$ cat src/rtl/acc_reg_bank.sv
// Accumulator/status register bank with a shadow bank for whole-bank snapshot.
// SAVE/RESTORE copy one word per cycle; operand reads may forward the in-flight write.
module acc_reg_bank #(
  parameter int unsigned W      = 8,
  parameter int unsigned PW     = 4,
  parameter int unsigned BYPASS = 0
) (
  input  logic          clk,
  input  logic          reset_n,
  input  logic          wr_en,
  input  logic [PW-1:0] wr_addr,
  input  logic [W-1:0]  dat_in,
  input  logic          flag_we,
  input  logic          flag_in,
  input  logic [PW-1:0] rd_addr_a,
  input  logic [PW-1:0] rd_addr_b,
  output logic [W-1:0]  dat_a_out,
  output logic [W-1:0]  dat_b_out,
  output logic [W-1:0]  dat_acc_out,
  output logic          dat_flag_out,
  input  logic          save_req,
  input  logic          restore_req,
  output logic          busy,
  output logic          op_done,
  output logic          snap_valid
);

  localparam int unsigned   D   = 1 << PW;
  localparam logic [PW-1:0] TOP = PW'(D - 1);

  typedef enum logic [1:0] {IDLE, SAVE, RESTORE} state_e;

  state_e        state_q, state_d;
  logic [PW-1:0] idx_q, idx_d;
  logic          busy_q, busy_d;
  logic          op_done_q, op_done_d;
  logic          snap_q, snap_d;
  logic [W-1:0]  regs_q [D];
  logic [W-1:0]  regs_d [D];
  logic [W-1:0]  shd_q  [D];
  logic          last_c;
  logic          fwd_ok_c;

  assign last_c = (idx_q == TOP);

  // Next-state: host writes only in IDLE; sequences walk idx from 0 to D-1.
  always_comb begin
    state_d   = state_q;
    idx_d     = idx_q;
    op_done_d = 1'b0;
    snap_d    = snap_q;
    regs_d    = regs_q;
    case (state_q)
      IDLE: begin
        if (wr_en)   regs_d[wr_addr] = dat_in;
        if (flag_we) regs_d[TOP][0]  = flag_in;
        if (save_req) begin
          state_d = SAVE;
          idx_d   = '0;
        end else if (restore_req && snap_q) begin
          state_d = RESTORE;
          idx_d   = '0;
        end
      end
      SAVE: begin
        idx_d = PW'(idx_q + 1'b1);
        if (last_c) begin
          state_d   = IDLE;
          op_done_d = 1'b1;
          snap_d    = 1'b1;
        end
      end
      RESTORE: begin
        regs_d[idx_q] = shd_q[idx_q];
        idx_d         = PW'(idx_q + 1'b1);
        if (last_c) begin
          state_d   = IDLE;
          op_done_d = 1'b1;
        end
      end
      default: state_d = IDLE;
    endcase
    busy_d = (state_d != IDLE);
  end

  always_ff @(posedge clk or negedge reset_n) begin
    if (!reset_n) begin
      state_q   <= IDLE;
      idx_q     <= '0;
      busy_q    <= 1'b0;
      op_done_q <= 1'b0;
      snap_q    <= 1'b0;
      regs_q    <= '{default: '0};
    end else begin
      state_q   <= state_d;
      idx_q     <= idx_d;
      busy_q    <= busy_d;
      op_done_q <= op_done_d;
      snap_q    <= snap_d;
      regs_q    <= regs_d;
    end
  end

  // Shadow bank is deliberately not reset; snap_valid qualifies its contents.
  always_ff @(posedge clk) begin
    if (state_q == SAVE) shd_q[idx_q] <= regs_q[idx_q];
  end

  assign fwd_ok_c     = (BYPASS != 0) && wr_en && !busy_q;
  assign dat_a_out    = (fwd_ok_c && (rd_addr_a == wr_addr)) ? dat_in : regs_q[rd_addr_a];
  assign dat_b_out    = (fwd_ok_c && (rd_addr_b == wr_addr)) ? dat_in : regs_q[rd_addr_b];
  assign dat_acc_out  = regs_q[0];
  assign dat_flag_out = regs_q[TOP][0];
  assign busy         = busy_q;
  assign op_done      = op_done_q;
  assign snap_valid   = snap_q;

endmodule

$ cat config.mk
export PLATFORM = sky130hd
export DESIGN_NAME = acc_reg_bank
export DESIGN_NICKNAME = d
export VERILOG_FILES = /design/src/rtl/acc_reg_bank.sv
export SDC_FILE = /design/constraint.sdc
export NUM_CORES = 1
export LEC_CHECK = 0
export ABC_AREA = 1
export BUFFER_PORTS_ARGS = -buffer_cell sky130_fd_sc_hd__buf_4
export CAP_MARGIN = 20
export CORE_ASPECT_RATIO = 1.1
export CORE_MARGIN = 5
export CORE_UTILIZATION = 50
export DETAILED_ROUTE_END_ITERATION = 8
export PLACE_DENSITY = 0.66
export SLEW_MARGIN = 20
export SYNTH_ARGS = -nofsm -noshare
export SYNTH_HDL_FRONTEND = slang
export SYNTH_SLANG_ARGS = --single-unit
export TNS_END_PERCENT = 50
$ cat constraint.sdc
create_clock -name clk -period 3.1 [get_ports clk]
set_input_delay 0.775 -clock clk [delete_from_list [all_inputs] [get_ports clk]]
set_output_delay 0.775 -clock clk [all_outputs]
set_load 0.01 [all_outputs]
---- Word level (Yosys, flattened, before mapping) ----
Memories as Yosys holds them, arrays and structs flattened.
Cells that the tools add are included.
word-level totals
  bits in writable memories ............... 128
  memories kept ........................... 1
  register bits after elaboration ......... 137
  logic and storage cells ................. 81
  output and inout port bits .............. 28
  bits of input ports ..................... 27
operators by class
  order comparisons ....................... 6
  reductions and logical operators ........ 12
  mux-type cells .......................... 29
  bitwise logic cells ..................... 4
  add/subtract/negate cells ............... 1
  equality and inequality tests ........... 6
memory list
  name   words  bits a word  rd ports  clocked after Yosys merged registers in  write ports  line  text
  shd_q  16     8            1         0                                        1            40    logic [W-1:0] shd_q [D];
operators with widths
  cell                                                         number
  bitwise mux 128 bit                                          2
  one-hot mux 128 bit (2 select lines)                         1
  two-way mux 128 bit                                          1
  binary-select mux 8 bit (select 4 bit)                       3
  demux 8 bit (select 4 bit)                                   2
  two-way mux 8 bit                                            8
  >= comparator 5 bit (second input constant)                  4
  inverter 4 -> 5 bit                                          4
  less-than comparator 5 x 1 -> 1 bit (second input constant)  2
  two-way mux 4 bit                                            2
  one-hot mux 4 bit (2 select lines)                           1
  AND reduction 2 bit                                          4
  two-way mux 2 bit                                            3
  != test 3 bit (second input constant)                        2
  nonzero test 2 bit                                           3
  two-way mux 1 bit                                            5
  adder 4 x 1 -> 4 bit (second input constant)                 1
  equality test 4 bit (second input constant)                  1
  one-hot mux 2 bit (2 select lines)                           1
  logical AND 1 bit                                            3
  equality test 2 x 1 -> 1 bit (second input constant)         1
  equality test 2 bit (second input constant)                  1
  zero test 2 bit                                              1
  != test 2 bit (second input constant)                        1
  OR reduction 2 bit                                           1

---- Longest topological paths before layout ----
  depth after elaboration ................. 9
  mapped depth ............................ 14
  mapped depth without buffers ............ 10

---- Least setup slack after synthesis ----
Ideal clock, no wire load.
  path type ............................... in2out
  start point ............................. input port rd_addr_b[0]
  end point ............................... output port dat_b_out[0]
  buffers on the path ..................... 3
  cell stages on the path ................. 8
  data required time ...................... 2325 ps
  arrival time ............................ 1785 ps
  setup slack ............................. 540 ps
  cell sequence ........................... clkbuf_1 > buf_2 > buf_2 > nand2_1 > o211ai_1 > nand3_1 > nand3_1 > nand2_1
between the ends
  cells in the longest elaborated chain, start to end .. 4
ends and longest elaborated chain
  item                                                  line  text
  start, declared                                       16    input logic [PW-1:0] rd_addr_b,
  inverter 4 -> 5 bit (implied by the code)             111   assign dat_b_out = (fwd_ok_c && (rd_addr_b == wr_addr)) ? dat_in : regs_q[rd_addr_b];
  binary-select mux 8 bit (select 4 bit)                111
  two-way mux 8 bit (implied by the code) (2 in a row)  111
  end, declared                                         18    output logic [W-1:0] dat_b_out,
Every way passes these cells. The select of a mux whose other input is x is not followed.

---- Worst setup path after layout ----
Ends and elaborated chain as after synthesis.

==> run metrics <==
total setup buffers inserted after CTS=0; DRT iter0 DRCs=about 1800; Total Routed Length=slightly below 60000 um; Longest Clk Path Bufs=3; initial antenna violation count=0; Cell Rows=69; Vias=~16000; layout cell share with drive strength beyond 1=about 9%; Die W=roughly 180 um; DR vias/cell=about 6.0; CTS tree=yes; Worst path top cell family by delay=buffers and inverters; post-synth top area cell=edfxtp_1; Placer Congestion=0.9597; P&R area growth vs syn=10.69%; YS warnings=0; Flop pwr share=a little under two fifths; Worst path max stage delay=~310 ps; Final Worst Setup Slack=approximately 230 ps; Most common cell on crit path=buf_4; filler cell count=between 3000 and 4000; Clk pwr share=19.1%; residual DRC count=0; Slew Viols, Final=0; synthesized area=approximately 16000 um^2; HPWL Detailed=slightly above 40000 um; top cell type's share of synthesized area=23.78%; Sw Share=roughly 46%; EDFF count, synth=128; largest net degree at the start of global routing=100; Root Driver=clkbuf_16; Tmin final=between 2000 and 3000 ps; Post-Place Setup Slack=about 270 ps; R2R Setup Slk=roughly 540 ps; RSZ-0062 raised after global routing=no; r2r worst-path depth=8; post-synthesis register bit count=about 270; Worst Skew=roughly 21 ps; Slowest cell on crit path=buf_4; Worst-Margin Slew=941.9 ps; Core Area=between 30000 and 40000 um^2; top-count cell post-synth=nand2_1; number of port buffers=54; clock buffers created by TritonCTS=27; drt first pass iters=6; global route overflow=0; global-route wire length before repair=approximately 89000 um; H-tree depth=1; Hold Buf Count CTS=0; critical path type=in2out; VDD IR-drop max=approximately 710 uV; WL/cell=about 22 um; Internal Dissipation=approximately 9.5 mW; most frequent cells after synthesis=nand2_1, a21oi_1, inv_1; dpl cells=roughly 2600; setup TNS=0 ps; ANT nets after route=0; crit path max fanout=36; critical path endpoint category=output pin; Non-Filler Instances=2656; PostCTS Resize Cnt=0; synthesized instance count=~2200; clk_lat worst skew=540 ps; Buffers & Inverters on Critical Path=3; Cell variety after synth=24; initial cell density of the core=about half; vias in the first global route=14870; fmax=~350 MHz; ANT cells=0; IO Pins=55; Post-synth ARST share=between 50% and 60%; status=completed; Fin. Hold Viols=0; Die Height=198.6 um; die area=roughly 36000 um^2; worst hold path type=in2async; largest cells by area after synthesis=edfxtp_1, dfrtp_1, a21oi_1; all-layer global routing usage=31.59%; R2R Path End=regs_q[32]; P per Cell Area=996.6 nW/um^2; CP Cell Sequence=buf_4 > buf_4 > a21oi_1 > o21ai_0 > nand3_1 > nand3_1 > nand2_1 > buf_4; final setup vio count=0; CP Data Arrival Time=approximately 2100 ps; Reg-to-Reg Start=idx_q[0]; Net Sw Power=about 8.3 mW; syn nets=~2200; WP data required=between 2000 and 2500 ps; Tcrit/Tclk final=between 90% and 100%; nets=2245; TritonCTS Sinks=about 270; Reg clk slew, reported paths=around 60 ps; Worst setup SP type=input pin; Main synth FF type=dfrtp_1; Avg Cell Area, Syn=approximately 7.4 um^2; post-synthesis sequential area ratio=44.98%; combinational share of power=approximately 44%; number of max-cap violations=0; leakage=about 8 nW; Max-Slew Margin vs Limit=between 30 and 40%
==> how the worst max path moves through the flow <==
stage	from	depth (start not counted)	end	slack [ps]
after floorplan	rd_addr_b[0]	8	dat_b_out[0]	540
after global placement	rd_addr_a[0]	8	dat_a_out[1]	300
after detailed placement	rd_addr_a[0]	8	dat_a_out[1]	270
final	rd_addr_b[0]	8	dat_b_out[0]	230
after CTS	rd_addr_a[0]	8	dat_a_out[1]	270
after global routing	rd_addr_a[0]	8	dat_a_out[1]	80
==> cell usage in the layout (no fill, tap or decap) <==
| cell | Yosys | final |
|---|---|---|
| a21o_1 | 1 | 1 |
| a21oi_1 | 347 | 347 |
| buf_12 | 0 | 5 |
| buf_4 | 15 | 122 |
| buf_6 | 20 | 1 |
| bufinv_16 | 0 | 5 |
| clkbuf_1 | 59 | 3 |
| clkbuf_16 | 0 | 27 |
| clkinv_1 | 0 | 4 |
| clkinv_2 | 0 | 3 |
| clkinv_4 | 0 | 2 |
| clkinvlp_2 | 0 | 3 |
| clkinvlp_4 | 0 | 2 |
| dfrtp_1 | 137 | 135 |
| dfrtp_2 | 0 | 1 |
| dfrtp_4 | 0 | 1 |
| edfxtp_1 | 128 | 128 |
| ha_1 | 8 | 8 |
| inv_1 | 252 | 252 |
| inv_2 | 16 | 16 |
| inv_4 | 1 | 1 |
| nand2_1 | 390 | 390 |
| nand2_2 | 13 | 13 |
| nand3_1 | 161 | 161 |
| nand4_1 | 8 | 8 |
| nor2_1 | 196 | 196 |
| nor3_1 | 16 | 16 |
| nor3b_2 | 1 | 1 |
| o211ai_1 | 64 | 64 |
| o21ai_0 | 189 | 189 |
| o21ai_1 | 122 | 122 |
| or2_2 | 3 | 3 |
==> power by group through the flow <==
stage | sequential [mW] | combinational (mW) | clock, mW
final | 6.61 | 7.82 | 3.40
after global routing | 6.66 | 8.43 | 3.57
after CTS | 6.50 | 7.60 | 3.43
after detailed placement | 6.57 | 7.56 | 0
after global placement | 6.54 | 7.45 | 0
after floorplan | 6.00 | 4.76 | 0
==> area by class of cell <==
cell class	count	area [um^2]	share of cell area (%)
timing repair buffer	128	1027	5.741
inverter	269	1012	5.657
multi-input combinational	1519	7129	39.84
clock inverter	19	227.7	1.273
tap	426	533.0	2.979
clock buffer	30	686.9	3.839
sequential	265	7277	40.67
==> metal layers <==
layer  GRT usage [%]  vias up  wire [um]
met1           43.22     7500      23750
met5               0        -          0
met4           15.32        0       3349
li1                -     7398          -
met3           6.364      189       6240
met2           48.50      945      25480
==> state kept, by name, indices dropped and copies added, names as in the netlist <==
signal	cells
op_done	1
snap_valid	1
shd_q	128
dat_flag_out	1
busy	1
dat_acc_out	8
regs_q	119
idx_q	4
state_q	2
==> metrics by stage <==
step	hold slack (ps)	cell area, um^2	power (mW)	util, %
CTS	259.2	17890	17.54	55.72
detailed placement	491.5	16980	14.13	52.87
floorplan	479.4	16170	10.76	-
global placement	479.3	16980	13.99	52.87
finish	256.0	17890	17.83	55.72
global route	293.9	17890	18.67	55.72
==> logic make-up (layout without fill, tap and decap cells) <==
logic type	Yosys count	after routing	share of synthesized area, %
and+or+nand+nor	788	788	20.09
AOI/OAI and AO/OA	723	723	23.39
buffers and inverters	404	446	10.91
DFF	265	265	44.98
adders and majority gates	8	8	0.6192
Power figures use the tool's default switching activity.
